`src/rtl/branch_metric_sequencer_pkg.sv`:
```
// Shared decoder definitions: code rate, default encoder, metric width and
// the branch-metric sequencer state encoding.
package branch_metric_sequencer_pkg;

  localparam int unsigned RATE     = 2;
  localparam int unsigned METRIC_W = 2;
  localparam int unsigned K_DEF    = 7;

  localparam logic [K_DEF-1:0] G0_DEF = 7'b1111001;
  localparam logic [K_DEF-1:0] G1_DEF = 7'b1011011;

  typedef enum logic [2:0] {
    ST_IDLE,
    ST_ISSUE0,
    ST_ISSUE1,
    ST_WAIT,
    ST_DONE
  } fsm_state_e;

  // Received symbol and puncture mask latched at request acceptance.
  typedef struct packed {
    logic [RATE-1:0] sym;
    logic [RATE-1:0] mask;
  } req_t;

endpackage

```
`src/rtl/expected_symbol_gen.sv`:
```
// Convolutional encoder output for one hypothesis bit h shifted into state.
module expected_symbol_gen
  import branch_metric_sequencer_pkg::*;
#(
  parameter int unsigned     K  = K_DEF,
  parameter logic [K-1:0]    G0 = K'(G0_DEF),
  parameter logic [K-1:0]    G1 = K'(G1_DEF)
) (
  input  logic            h,
  input  logic [K-2:0]    state,
  output logic [RATE-1:0] sym
);

  logic [K-1:0] r;

  assign r   = {h, state};
  assign sym = {^(G1 & r), ^(G0 & r)};

endmodule

```
`src/rtl/branch_metric_sequencer.sv`:
```
// Issues both branch hypotheses to the shared Hamming-distance unit, gathers
// the two metrics and hands them to the Fano search FSM with a watchdog.
module branch_metric_sequencer
  import branch_metric_sequencer_pkg::*;
#(
  parameter int unsigned  K       = K_DEF,
  parameter logic [K-1:0] G0      = K'(G0_DEF),
  parameter logic [K-1:0] G1      = K'(G1_DEF),
  parameter int unsigned  TIMEOUT = 8
) (
  input  logic                clk,
  input  logic                reset,
  input  logic                i_vld,
  output logic                i_rdy,
  input  logic [K-2:0]        i_state,
  input  logic [RATE-1:0]     i_sym,
  input  logic [RATE-1:0]     i_mask,
  output logic                hd_vld,
  output logic [RATE-1:0]     hd_mask,
  output logic [RATE-1:0]     hd_a,
  output logic [RATE-1:0]     hd_b,
  input  logic                hd_o_vld,
  input  logic [METRIC_W-1:0] hd_metric,
  output logic                o_vld,
  input  logic                o_rdy,
  output logic [METRIC_W-1:0] o_metric0,
  output logic [METRIC_W-1:0] o_metric1,
  output logic                o_best,
  output logic                o_err
);

  localparam int unsigned SW   = K - 1;
  localparam int unsigned WD_W = 8;

  fsm_state_e          st_q, st_d;
  logic [SW-1:0]       state_q, state_d;
  req_t                req_q, req_d;
  logic [1:0]          res_cnt_q, res_cnt_d;
  logic [WD_W-1:0]     wd_q, wd_d;
  logic [1:0]          settle_q, settle_d;
  logic [METRIC_W-1:0] m0_q, m0_d;

  logic                i_rdy_q, i_rdy_d;
  logic                hd_vld_q, hd_vld_d;
  logic [RATE-1:0]     hd_mask_q, hd_mask_d;
  logic [RATE-1:0]     hd_a_q, hd_a_d;
  logic [RATE-1:0]     hd_b_q, hd_b_d;
  logic                o_vld_q, o_vld_d;
  logic [METRIC_W-1:0] o_metric0_q, o_metric0_d;
  logic [METRIC_W-1:0] o_metric1_q, o_metric1_d;
  logic                o_best_q, o_best_d;
  logic                o_err_q, o_err_d;

  logic                gen_h;
  logic [SW-1:0]       gen_state;
  logic [RATE-1:0]     exp_sym;

  // Symbol for the next issue cycle: h=0 from the incoming state, h=1 from the latched one.
  assign gen_h     = (st_q == ST_ISSUE0);
  assign gen_state = (st_q == ST_IDLE) ? i_state : state_q;

  expected_symbol_gen #(
    .K  (K),
    .G0 (G0),
    .G1 (G1)
  ) u_sym_gen (
    .h     (gen_h),
    .state (gen_state),
    .sym   (exp_sym)
  );

  always_comb begin
    st_d        = st_q;
    state_d     = state_q;
    req_d       = req_q;
    res_cnt_d   = res_cnt_q;
    wd_d        = wd_q;
    m0_d        = m0_q;
    i_rdy_d     = i_rdy_q;
    hd_vld_d    = 1'b0;
    hd_mask_d   = '0;
    hd_a_d      = '0;
    hd_b_d      = '0;
    o_vld_d     = o_vld_q;
    o_metric0_d = o_metric0_q;
    o_metric1_d = o_metric1_q;
    o_best_d    = o_best_q;
    o_err_d     = o_err_q;
    // Results still in flight from before a reset are blanked for two cycles.
    settle_d    = settle_q[1] ? settle_q : settle_q + 2'd1;

    case (st_q)
      ST_IDLE: begin
        if (hd_o_vld && settle_q[1]) o_err_d = 1'b1;
        if (i_vld && i_rdy_q) begin
          state_d    = i_state;
          req_d.sym  = i_sym;
          req_d.mask = i_mask;
          res_cnt_d  = 2'd0;
          i_rdy_d    = 1'b0;
          hd_vld_d   = 1'b1;
          hd_a_d     = i_sym;
          hd_mask_d  = i_mask;
          hd_b_d     = exp_sym;
          st_d       = ST_ISSUE0;
        end
      end
      ST_ISSUE0: begin
        hd_vld_d  = 1'b1;
        hd_a_d    = req_q.sym;
        hd_mask_d = req_q.mask;
        hd_b_d    = exp_sym;
        st_d      = ST_ISSUE1;
      end
      ST_ISSUE1: begin
        if (hd_o_vld) begin
          m0_d      = hd_metric;
          res_cnt_d = 2'd1;
        end
        wd_d = '0;
        st_d = ST_WAIT;
      end
      ST_WAIT: begin
        if (hd_o_vld && (res_cnt_q != 2'd0)) begin
          res_cnt_d   = 2'd2;
          o_metric0_d = m0_q;
          o_metric1_d = hd_metric;
          o_best_d    = (hd_metric < m0_q);
          o_vld_d     = 1'b1;
          st_d        = ST_DONE;
        end else begin
          if (hd_o_vld) begin
            m0_d      = hd_metric;
            res_cnt_d = 2'd1;
          end
          if (wd_q == WD_W'(TIMEOUT - 1)) begin
            o_err_d = 1'b1;
            i_rdy_d = 1'b1;
            st_d    = ST_IDLE;
          end else begin
            wd_d = wd_q + WD_W'(1);
          end
        end
      end
      ST_DONE: begin
        if (hd_o_vld && settle_q[1]) o_err_d = 1'b1;
        if (o_rdy) begin
          o_vld_d = 1'b0;
          i_rdy_d = 1'b1;
          st_d    = ST_IDLE;
        end
      end
      default: begin
        i_rdy_d = 1'b1;
        o_vld_d = 1'b0;
        st_d    = ST_IDLE;
      end
    endcase
  end

  always_ff @(posedge clk or posedge reset) begin
    if (reset) begin
      st_q        <= ST_IDLE;
      state_q     <= '0;
      req_q       <= '0;
      res_cnt_q   <= '0;
      wd_q        <= '0;
      settle_q    <= '0;
      m0_q        <= '0;
      i_rdy_q     <= 1'b1;
      hd_vld_q    <= 1'b0;
      hd_mask_q   <= '0;
      hd_a_q      <= '0;
      hd_b_q      <= '0;
      o_vld_q     <= 1'b0;
      o_metric0_q <= '0;
      o_metric1_q <= '0;
      o_best_q    <= 1'b0;
      o_err_q     <= 1'b0;
    end else begin
      st_q        <= st_d;
      state_q     <= state_d;
      req_q       <= req_d;
      res_cnt_q   <= res_cnt_d;
      wd_q        <= wd_d;
      settle_q    <= settle_d;
      m0_q        <= m0_d;
      i_rdy_q     <= i_rdy_d;
      hd_vld_q    <= hd_vld_d;
      hd_mask_q   <= hd_mask_d;
      hd_a_q      <= hd_a_d;
      hd_b_q      <= hd_b_d;
      o_vld_q     <= o_vld_d;
      o_metric0_q <= o_metric0_d;
      o_metric1_q <= o_metric1_d;
      o_best_q    <= o_best_d;
      o_err_q     <= o_err_d;
    end
  end

  assign i_rdy     = i_rdy_q;
  assign hd_vld    = hd_vld_q;
  assign hd_mask   = hd_mask_q;
  assign hd_a      = hd_a_q;
  assign hd_b      = hd_b_q;
  assign o_vld     = o_vld_q;
  assign o_metric0 = o_metric0_q;
  assign o_metric1 = o_metric1_q;
  assign o_best    = o_best_q;
  assign o_err     = o_err_q;

endmodule

```
`config.mk`:
```
export PLATFORM = sky130hd
export DESIGN_NAME = branch_metric_sequencer
export DESIGN_NICKNAME = d
export VERILOG_FILES = /design/src/rtl/branch_metric_sequencer_pkg.sv /design/src/rtl/expected_symbol_gen.sv /design/src/rtl/branch_metric_sequencer.sv
export SDC_FILE = /design/constraint.sdc
export NUM_CORES = 1
export LEC_CHECK = 0
export BUFFER_PORTS_ARGS = -buffer_cell sky130_fd_sc_hd__buf_2
export CAP_MARGIN = 20
export CORE_MARGIN = 3
export CORE_UTILIZATION = 50
export DETAILED_ROUTE_END_ITERATION = 8
export GPL_TIMING_DRIVEN = 0
export PLACE_DENSITY_LB_ADDON = 0.1
export RECOVER_POWER = 50
export SLEW_MARGIN = 20
export SYNTH_ARGS = -nofsm -noshare
export SYNTH_HDL_FRONTEND = slang
export SYNTH_SLANG_ARGS = --single-unit
```
`constraint.sdc`:
```
create_clock -name clk -period 1.7 [get_ports clk]
set_input_delay 0 -clock clk [delete_from_list [all_inputs] [get_ports clk]]
set_output_delay 0 -clock clk [all_outputs]
set_load 0.005 [all_outputs]
```
* Yosys cells after proc, flatten, opt, wreduce, memory -nomap -nowiden
Cells that the tools add are included.
** Operators by class
- Add/subtract/negate cells :: 2
- Magnitude comparators :: 1
- Equality and inequality tests :: 13
- Multiplexer cells :: 35
- Bitwise logic cells :: 2
- Reduce and logical (&&, ||, !) cells :: 22
** Operator list (count)
- $mux 2 :: 9
- $mux 8 :: 2
- $pmux 2 s2 :: 4
- $pmux 8 s2 :: 1
- $pmux 3 s5 :: 1
- $reduce_xor 7->1 :: 2
- $mux 3 :: 4
- $ne 2x2->1 const B :: 5
- $reduce_and 3->1 :: 3
- $add 8x1->8 const B :: 1
- $eq 8x3->1 const B :: 1
- $mux 1 :: 8
- $reduce_and 2->1 :: 4
- $eq 3x2->1 const B :: 2
- $mux 6 :: 1
- $pmux 2 s3 :: 1
- $reduce_bool 2->1 :: 3
- $reduce_and 5->1 :: 1
- $ne 2x1->1 const B :: 2
- $pmux 1 s2 :: 2
- $pmux 1 s4 :: 1
- $reduce_and 4->1 :: 1
- $reduce_or 2->1 :: 2
- $eq 3x1->1 const B :: 1
- 10 further kinds :: 13
** Word-level totals
- Bits in registers :: 42
- Input bits :: 17
- Output and inout bits :: 15

* Depth between registers and ports, before layout
Gate-level depths: netlist of run 1.
- Depth in word-level cells :: 5
- Mapped depth :: 6
- Mapped depth without buffers :: 5

* Modules after synthesis
From an unflattened synthesis of run 1, not the netlist that was laid out.
** Second synthesis, totals
- Cell total of the unflattened synthesis :: 191
- Area, all modules :: 1981.9 µm²
** Modules (own cells, without submodules)
- branch_metric_sequencer :: instances 1, cells an instance 187, area an instance 1909.3 µm²
- expected_symbol_gen :: instances 1, cells an instance 4, area an instance 72.6 µm²

* Worst setup path after synthesis of run 1
Ideal clock, no wire load.
- Path type :: reg2reg
- From :: reg st_q[2]
- To :: reg o_metric1_q[0], in the netlist o_metric1[0]
- Setup time :: 125 ps
- Arrival time :: 1525 ps
- Data required time :: 1575 ps
- Path slack :: 50 ps
- Cell stages (with the launch flop) :: 7
- Path buffers :: 2
- Period minus slack after synthesis :: 1650 ps
- Cell sequence :: dfrtp_1 clkbuf_1 nor2b_1 clkbuf_2 nand2_1 nor2_2 mux2_2
** On the way
- Word-level cells in the longest chain between the ends :: 2
** RTL lines
- from (decl) :: line branch_metric_sequencer.sv:35 : fsm_state_e st_q, st_d;
- from (signal assigned) :: line branch_metric_sequencer.sv:181 : st_q <= st_d;
- $eq 3x2->1 :: line branch_metric_sequencer.sv:92 : case (st_q)
- $reduce_and 2->1 (no source line)
- to (signal assigned) :: line branch_metric_sequencer.sv:195 : o_metric1_q <= o_metric1_d;
- to (decl) :: line branch_metric_sequencer.sv:50 : logic [METRIC_W-1:0] o_metric1_q, o_metric1_d;
Every way passes these cells.
A chain may end at the register's enable or synchronous reset.

* Worst setup path after layout of run 1
- From :: reg wd_q[5]
- To :: reg wd_q[1]
** On the way
- Word-level cells in the longest chain between the ends :: 3
** RTL lines
- from (decl) :: line branch_metric_sequencer.sv:39 : logic [WD_W-1:0] wd_q, wd_d;
- from (signal assigned) :: line branch_metric_sequencer.sv:185 : wd_q <= wd_d;
- $eq 8x3->1 :: line branch_metric_sequencer.sv:136 : if (wd_q == WD_W'(TIMEOUT - 1)) begin
- $ne 2x2->1 (no source line)
- $reduce_and 3->1 (no source line)
Every way passes these cells.

==> results.py, run 1 <==
metrics = {
    "status": {
        "status": "complete, no violations",
    },
    "die": {
        "core_area_um2": 3520,
        "chipHeight_um": 68.2,
        "ioPinCount": 32,
        "fp.dieW_um": 68.2,
        "start_util_pct": 54.9,
        "row_count": 21,
        "die_area_um2": 4650,
    },
    "grt": {
        "grt_first_pass_wirelength_um": 7270,
        "grt_usage_pct": 21.7,
        "gr-total-overflow": 0,
        "grt_max_degree": 26,
        "grt_pass1_vias": 1575,
        "antenna_found_initial": 0,
    },
    "worst_setup_path": {
        "arrival_ps": 1930,
        "critPathRequiredTime_ps": 1930,
        "path_max_fanout": 6,
        "critPathLaunch": "wd_q[5]",
        "rrSetupSlack_ps": 2,
        "cp-end-kind": "flip-flop",
        "r2r_end": "wd_q[1]",
        "worstSetupPathType": "reg2reg",
        "reg2reg_depth": 4,
        "cp.buffers_inverters": 0,
        "path_delay_family": "compound AO/OA/AOI/OAI gates",
        "start_kind": "flip-flop",
        "crit_chain": "or3_4 -> o41a_1 -> o21ai_2 -> a32o_1",
        "r2r-start": "wd_q[5]",
        "cp_slowest_cell": "o41a_1",
        "cp_slowest_stage_delay_ps": 440,
    },
    "synth": {
        "synth_ff_type": "dfrtp_1",
        "synth_area_per_cell_um2": 10.2,
        "synthesis.nets": 208,
        "synth_seq_area_share_pct": 53.2,
        "ys_warn_count": 0,
        "synth_edf_count": 0,
        "syn-cell-area_um2": 1930,
        "synthArstFlopShare_pct": 100,
        "synth_seq_cells": 41,
        "synth_cells": 189,
        "synthDistinctLibCells": 49,
    },
    "timing": {
        "period_needed_ps": 1700,
        "setup_tns_ps": 0,
        "worst_pin_slew_ps": 617,
        "slew_headroom_pct": 58.8,
        "fmax_mhz": 589,
        "finalSetupViolations": 0,
        "hold_violations": 0,
        "rsz0062_at_grt": "yes",
        "finalCritPeriodShare_pct": 99.9,
        "finClkSkew_ps": 2.51,
        "drv_slew": 0,
    },
    "route": {
        "met1_length_um": 1890,
        "wl_met3_um": 188,
        "dr.max_layer_used": "met4",
        "met2_length_um": 2160,
        "wl_per_cell_um": 14.7,
        "vias_per_cell": 5.53,
        "num_vias": 1626,
        "first_iter_violations": 112,
        "ant_nets": 0,
        "first_pass_iters": 5,
        "wirelength_um": 4340,
        "drt_drc_violations_left": 0,
    },
    "cells_and_area": {
        "insertedDiodeCount": 0,
        "final_common_cell": "nand2_1",
        "final_nets": 266,
        "fillCellCount": 266,
        "register_area_um2": 1030,
        "synthToLayoutAreaGrowth_pct": 31.3,
        "drive_gt1_share_pct": 31.5,
        "final_cell_mix": "nand2_1, dfrtp_1, buf_2, dlygate4sd3_1, a21oi_1",
        "multi_input_area_um2": 926,
        "finish.utilization_pct": 72.0,
    },
    "clocking": {
        "cts_made_buffers": 5,
        "h-tree-depth": 2,
        "cts_sinks": 41,
        "cts_tree": "built",
        "cts.clk_slew.worst_paths_ps": 70,
        "clk_path_buf_depth": 2,
        "cts-root-buf": "clkbuf_8",
        "worstSkewPairLatency_ps": 290,
    },
    "power": {
        "p_total_mw": 4.25,
        "p_per_area_nw_per_um2": 1670,
        "leakage_nw": 1.23,
        "irDropWorstVdd_mv": 0.869,
    },
    "min_path": {
        "hold_class": "in2reg",
        "hold_depth": 4,
        "holdPathEnd": "o_vld",
        "min_from": "o_rdy",
    },
    "job": {
        "drv_cap": 0,
    },
    "place": {
        "gp_congestion": 0.911,
        "portBuffers": 30,
        "dp_hpwl_um": 2970,
    },
}
## flip-flops by register name (all words and copies together) (netlist names), 3 cells and up
name     count
st_q         3
state_q      5
req_q        4
wd_q         8
## worst max-delay path by stage
stage	endpoint	cells after the start
floorplan	o_metric1[0]	6
global placement	o_best	6
detailed placement	o_metric1[0]	6
CTS	wd_q[1]	4
global route	wd_q[1]	4
finish	wd_q[1]	4
## layer usage
metal,GRT usage [%],vias up
li1,-,787
met2,36.1,48
met4,9.43,0
met5,0,-
met3,4.93,9
met1,27.0,782
## timing repair
action	4_1_cts	5_1_grt
endpoints found under the hold margin	33	0
setup buffers	4	6
hold buffers	12	0
endpoints found under the setup margin	29	30
resized for setup	16	9
pin swaps	8	10
## logic make-up (layout without fill, tap and decap cells)
| family | after synthesis | count (layout) | synth area share (%) |
|---|---|---|---|
| AOI/OAI and AO/OA | 42 | 42 | 14.6 |
| adders and majority gates | 2 | 2 | 1.30 |
| xor gates and xnor gates | 3 | 3 | 2.78 |
| and+or+nand+nor | 78 | 78 | 19.2 |
| DFF | 41 | 41 | 53.2 |
| buffers and inverters | 12 | 71 | 2.53 |
| muxes | 11 | 11 | 6.41 |
## worst min-delay path, cell delays in order
cell     delay, ps
buf_2           90
nor3_1          50
nand2_1         50
o21ai_0         80
## synthesized netlist by cell type, types with 2 or more instances
library cell / n / area [µm²]
xnor3_1: 2 / 45.0
o31ai_1: 2 / 15.0
mux2_2: 7 / 78.8
a31oi_1: 3 / 18.8
or3_1: 5 / 31.3
a21oi_1: 12 / 60.1
a22o_1: 2 / 17.5
inv_1: 4 / 15.0
buf_2: 2 / 10.0
nand2_1: 41 / 154
a21o_1: 2 / 15.0
o21ai_1: 2 / 10.0
o21a_1: 2 / 15.0
mux2i_1: 3 / 30.0
nor2_1: 8 / 30.0
clkbuf_1: 4 / 15.0
nand4_1: 4 / 25.0
ha_1: 2 / 25.0
and3_1: 3 / 18.8
dfrtp_1: 40 / 1000
nand2b_1: 2 / 12.5
nand3_1: 2 / 10.0
nor3_1: 4 / 20.0
a32oi_1: 2 / 17.5
o21ai_0: 5 / 25.0
## through the flow
stage	std cells	setup WS, ps	hold slack [ps]	cell area, µm²
after CTS	288	-58.8	20.8	2480
final	294	1.78	23.8	2540
after detailed placement	266	-279	9.68	2170
after global routing	294	-91.2	51.1	2540
after global placement	265	-155	209	2140
after floorplan	189	49.7	105	1930
## power breakdown
| group | switching [mW] | total [mW] | internal [mW] | leakage (nW) |
|---|---|---|---|---|
| Clock | 0.317 | 0.796 | 0.478 | 0.0585 |
| Sequential | 0.252 | 1.59 | 1.34 | 0.512 |
| Combinational | 0.945 | 1.86 | 0.915 | 0.664 |
| Total | 1.51 | 4.25 | 2.73 | 1.23 |
## final cells by class
cell class,instances,area share (%)
buffer,6,1.68
clock buffer,7,3.40
clock inverter,1,1.18
inverter,4,0.592
multi-input combinational,136,36.5
sequential,41,40.6
tap,46,2.27
timing repair buffer,53,13.8
Note: power is estimated with default switching activity, not from simulation.
==> inputs of run 2 (changes only) <==
ABC_AREA = 1   (was default)
CORE_MARGIN = default   (was 3)
==> run 2 against run 1 <==
  * Wire length shrank 11%
  * Register-to-register slack gained 110 ps
  * Sequential share of layout area grew 1.1 points
  * Critical endpoint is now hd_b[0]
  * Critical path type unchanged
  * Power shrank 3.3%
  * Global-route usage shrank 0.43 points
  * Critical path depth grew 4
  * Final area shrank 2.9%
  * Synthesized area grew 1.6%
  * Largest cell class unchanged
==> results.py, run 2 <==
metrics = {
    "status": {
        "status": "complete, no violations",
    },
    "power": {
        "leakage_nw": 1.31,
        "irDropWorstVdd_mv": 0.953,
        "p_per_area_nw_per_um2": 1670,
        "p_total_mw": 4.11,
    },
    "clocking": {
        "cts_sinks": 41,
        "cts_tree": "built",
        "cts_made_buffers": 5,
        "cts.clk_slew.worst_paths_ps": 90,
        "h-tree-depth": 2,
        "cts-root-buf": "clkbuf_8",
        "cts_resized": 0,
        "clk_path_buf_depth": 2,
        "worstSkewPairLatency_ps": 300,
    },
    "die": {
        "core_area_um2": 3720,
        "row_count": 22,
        "fp.dieW_um": 64.7,
        "ioPinCount": 32,
        "start_util_pct": 52.8,
        "chipHeight_um": 64.7,
        "die_area_um2": 4180,
    },
    "synth": {
        "synth_seq_cells": 41,
        "synthTopCellsByCount": "nand2_1, dfrtp_1, inv_1",
        "synth_area_per_cell_um2": 8.25,
        "ys_warn_count": 0,
        "synthTopCellsByArea": "dfrtp_1, nand2_1, inv_1",
        "synth_seq_area_share_pct": 52.3,
        "synth_top_cell_by_area": "dfrtp_1",
        "synth_edf_count": 0,
        "syn-cell-area_um2": 1960,
        "synth_ff_type": "dfrtp_1",
        "synth_cells": 238,
        "synthArstFlopShare_pct": 100,
        "yosysMostFrequentCell": "nand2_1",
        "synth_top_area_share_pct": 51.0,
        "synthDistinctLibCells": 29,
        "synthesis.nets": 257,
    },
    "job": {
        "drv_cap": 0,
    },
    "route": {
        "num_vias": 1666,
        "wl_per_cell_um": 11.4,
        "wirelength_um": 3880,
        "first_iter_violations": 103,
        "first_pass_iters": 4,
        "vias_per_cell": 4.89,
        "ant_nets": 0,
        "drt_drc_violations_left": 0,
    },
    "cells_and_area": {
        "final_nets": 311,
        "largest_register_ffs": 8,
        "synthToLayoutAreaGrowth_pct": 25.5,
        "reg_top3": "wd_q (8), state_q (5), req_q (4)",
        "final_common_cell": "nand2_1",
        "drive_gt1_share_pct": 20.8,
        "insertedDiodeCount": 0,
        "fillCellCount": 340,
        "top_register": "wd_q",
        "layout.cells.non_filler": 341,
        "final_cell_mix": "nand2_1, dfrtp_1, inv_1, buf_2, o21ai_0",
    },
    "grt": {
        "grt_pass1_vias": 1555,
        "gr-total-overflow": 0,
        "grt_first_pass_wirelength_um": 6670,
        "grt_max_degree": 33,
        "grt_usage_pct": 21.3,
        "antenna_found_initial": 0,
    },
    "worst_setup_path": {
        "worstSetupPathType": "reg2reg",
        "cp-end-kind": "flip-flop",
        "arrival_ps": 1780,
        "critPathRequiredTime_ps": 1890,
        "path_max_fanout": 9,
        "start_kind": "flip-flop",
    },
    "timing": {
        "holdWs_ps": 21.4,
        "finClkSkew_ps": 10.2,
        "slew_headroom_pct": 47.7,
        "rsz0062_at_grt": "no",
        "finalSetupViolations": 0,
        "drv_slew": 0,
        "fmax_mhz": 630,
        "worst_pin_slew_ps": 785,
        "finalCritPeriodShare_pct": 93.4,
        "period_needed_ps": 1590,
        "hold_violations": 0,
        "setup_tns_ps": 0,
    },
    "min_path": {
        "hold_class": "in2reg",
    },
    "place": {
        "dp_hpwl_um": 2670,
        "portBuffers": 30,
        "gp_congestion": 0.819,
        "place_inst": 317,
    },
}
## run 2: changes by cell type in the layout (fill, tap and decap cells not counted), moves of 7 or more
cell	previous run	this run
inv_1	4	35
nor2_1	8	17
o21ai_0	4	26
a21oi_1	11	3
nand2_1	39	64
mux2_2	7	0
nand3_1	2	15
## run 2: cell families after synthesis
kind of cell    share of synthesized area (%)
simple gates                             24.9
buf+inv                                  7.90
flops                                    52.3
compound gates                           12.3
fa+ha+maj                                1.27
xor+xnor                                 1.34
## run 2: worst max-delay path, cell delays in order (launching register included)
cell and delay [ps]:
dfrtp_1 420, nor2_1 250, nand2_2 200, nand2_1 100, nand3_1 90, nand2_1 90, nand2_1 90, a21oi_1 150
nor2_1 80
## run 2: path summary, 6_finish.rpt
path	from	to	slack, ps	cells after the start
min	i_state[4]	state_q[4]	20	3
max	st_q[0]	hd_b[0]	110	8
min in group asynchronous	reset	hd_mask[1]	200	3
min reg2reg	settle_q[0]	settle_q[0]	480	2
max reg2reg	st_q[0]	hd_b[0]	110	8
max in group asynchronous	reset	state_q[1]	420	4
## run 2: layout make-up
type | count | area, µm² | area share [%]
plain buffers | 3 | 20.0 | 0.813
clock buffers | 5 | 68.8 | 2.79
clock inverters | 3 | 68.8 | 2.79
inverters | 36 | 135 | 5.49
multi-input cells | 158 | 781 | 31.7
flip-flops and latches | 41 | 1030 | 41.7
well taps | 48 | 60.1 | 2.44
repair buffers | 47 | 303 | 12.3
## run 2: stage by stage
stage | setup WS, ps | utilization (%) | cell area, µm²
global placement | 87.7 | 58.5 | 2170
global route | 4.24 | 66.3 | 2460
floorplan | 357 | - | 1960
detailed placement | 76.4 | 59.0 | 2190
CTS | 40.1 | 65.7 | 2440
finish | 112 | 66.3 | 2460
## run 2: metal layers
metal	track usage (%)	up-vias	wire, µm	share of wire (%)
met5	0	-	0	0
met4	9.72	0	88	2.3
met3	5.46	8	127	3.3
met2	32.5	30	1810	47
met1	28.3	765	1860	48
li1	-	863	-	-
## run 2: timing repair
action,in CTS,in global routing
hold endpoints to repair,56,0
hold buffers,11,0
setup endpoints to repair,0,14
buffers inserted,0,5
## run 2: power breakdown
part           internal, mW  switching, mW  total (mW)
combinational         0.644           1.01        1.65
clock                 0.591          0.359       0.950
sequential             1.32          0.180        1.50
==> inputs of run 3 (changes only) <==
HOLD_SLACK_MARGIN = 0.12   (was default)
==> run 3 against run 2 <==
  * Clock-buffer cell count unchanged
  * Final cell count up 1.2%
  * Largest power group unchanged
  * Highest routed layer unchanged
  * Power decreased by 0.12%
  * Sequential share of layout area down 0.67 points
==> results.py, run 3 (synthesized netlist as in run 2, its figures left out) <==
metrics = {
    "timing": {
        "period_needed_ps": 1570,
        "hold_violations": 0,
        "finalCritPeriodShare_pct": 92.4,
        "finalSetupViolations": 0,
        "setup_tns_ps": 0,
        "drv_slew": 0,
        "worst_pin_slew_ps": 789,
        "rsz0062_at_grt": "no",
        "slew_headroom_pct": 47.4,
        "fmax_mhz": 637,
        "finClkSkew_ps": 11.4,
    },
    "die": {
        "chipHeight_um": 64.7,
        "ioPinCount": 32,
        "start_util_pct": 52.8,
        "die_area_um2": 4180,
        "row_count": 22,
        "fp.dieW_um": 64.7,
        "core_area_um2": 3720,
    },
    "route": {
        "ant_nets": 0,
        "first_iter_violations": 108,
        "vias_per_cell": 4.84,
        "num_vias": 1669,
        "first_pass_iters": 6,
        "wl_per_cell_um": 11.2,
        "drt_drc_violations_left": 0,
        "wirelength_um": 3850,
    },
    "cells_and_area": {
        "largest_register_ffs": 8,
        "layout.cells.non_filler": 345,
        "reg_top3": "wd_q (8), state_q (5), req_q (4)",
        "final_common_cell": "nand2_1",
        "final_cell_mix": "nand2_1, dfrtp_1, inv_1, buf_2, o21ai_0",
        "top_register": "wd_q",
        "synthToLayoutAreaGrowth_pct": 27.5,
        "final_nets": 315,
        "insertedDiodeCount": 0,
        "drive_gt1_share_pct": 20.5,
    },
    "clocking": {
        "cts_sinks": 41,
        "cts_resized": 0,
        "clk_path_buf_depth": 2,
        "cts_made_buffers": 5,
        "worstSkewPairLatency_ps": 300,
        "cts_tree": "built",
        "h-tree-depth": 2,
        "cts-root-buf": "clkbuf_8",
        "cts.clk_slew.worst_paths_ps": 90,
    },
    "worst_setup_path": {
        "cp_slowest_stage_delay_ps": 420,
        "r2r-start": "st_q[0]",
        "arrival_ps": 1770,
        "worstSetupPathType": "reg2reg",
        "cp.buffers_inverters": 0,
        "crit_top_cell": "nand2_1",
        "r2r_end": "hd_b[0]",
        "reg2reg_depth": 8,
        "critPathRequiredTime_ps": 1900,
        "cp-end-kind": "flip-flop",
        "crit_chain": "nor2_1 -> nand2_2 -> nand2_1 -> nand3_1 -> nand2_1 -> nand2_1 -> a21oi_1 -> nor2_1",
        "path_delay_family": "simple AND/OR/NAND/NOR gates",
        "cp_slowest_cell": "dfrtp_1",
        "rrSetupSlack_ps": 130,
        "path_max_fanout": 9,
        "start_kind": "flip-flop",
    },
    "status": {
        "status": "complete, no violations",
    },
    "grt": {
        "grt_first_pass_wirelength_um": 6660,
        "grt_max_degree": 33,
        "antenna_found_initial": 0,
        "gr-total-overflow": 0,
        "grt_pass1_vias": 1556,
        "grt_usage_pct": 21.2,
    },
    "min_path": {
        "hold_class": "in2async",
    },
    "power": {
        "leakage_nw": 1.33,
        "irDropWorstVdd_mv": 0.939,
        "p_per_area_nw_per_um2": 1640,
    },
    "place": {
        "portBuffers": 30,
        "gp_congestion": 0.819,
        "place_inst": 317,
        "dp_hpwl_um": 2670,
    },
    "job": {
        "drv_cap": 0,
    },
}
## run 3: stage by stage
stage	setup WS, ps	power, mW	hold WS [ps]	area [µm²]	utilization (%)
floorplan	357	2.65	121	1960	-
global placement	87.7	3.04	222	2170	58.5
detailed placement	76.4	3.09	-65.6	2190	59.0
CTS	40.1	4.07	155	2480	66.8
global route	1.16	4.45	239	2500	67.4
finish	129	4.10	195	2500	67.4
## run 3: routing by layer
metal  part of all wire, %  vias up  track usage (%)
li1                      -      872                -
met1                    49      759             28.7
met2                    45       30             31.7
met3                   3.5        8             5.46
met4                   2.3        0             9.72
met5                     0        -                0
## run 3: power by group
group / switching (mW) / total [mW] / internal, mW
Clock: 0.354 / 0.946 / 0.591
Sequential: 0.178 / 1.50 / 1.32
Combinational: 1.00 / 1.65 / 0.650
## run 3: timing repair
item / 4_1_cts / 5_1_grt
endpoints found under the hold margin: 64 / 0
hold buffers: 15 / 0
buffers inserted: 0 / 5
endpoints found under the setup margin: 0 / 14
## run 3: layout make-up
class	count	area, µm²
clock inverter	3	68.8
multi-input combinational	158	781
clock buffer	5	68.8
sequential	41	1030
timing repair buffer	51	343
buffer	3	20.0
fill	338	1210
tap	48	60.1
inverter	36	135
## run 3: tightest hold or removal path, stage by stage
cell and delay, ps:
dlygate4sd3_1 530, buf_2 120, inv_1 270
## run 3: worst max path at each step
stage / slack [ps] / depth (start not counted) / endpoint / from
detailed placement: 80 / 5 / state_q[0] / st_q[0]
global placement: 90 / 5 / state_q[5] / st_q[0]
global route: 1 / 8 / hd_b[0] / st_q[0]
CTS: 40 / 5 / state_q[0] / st_q[0]
finish: 130 / 8 / hd_b[0] / st_q[0]
floorplan: 360 / 10 / wd_q[4] / st_q[2]
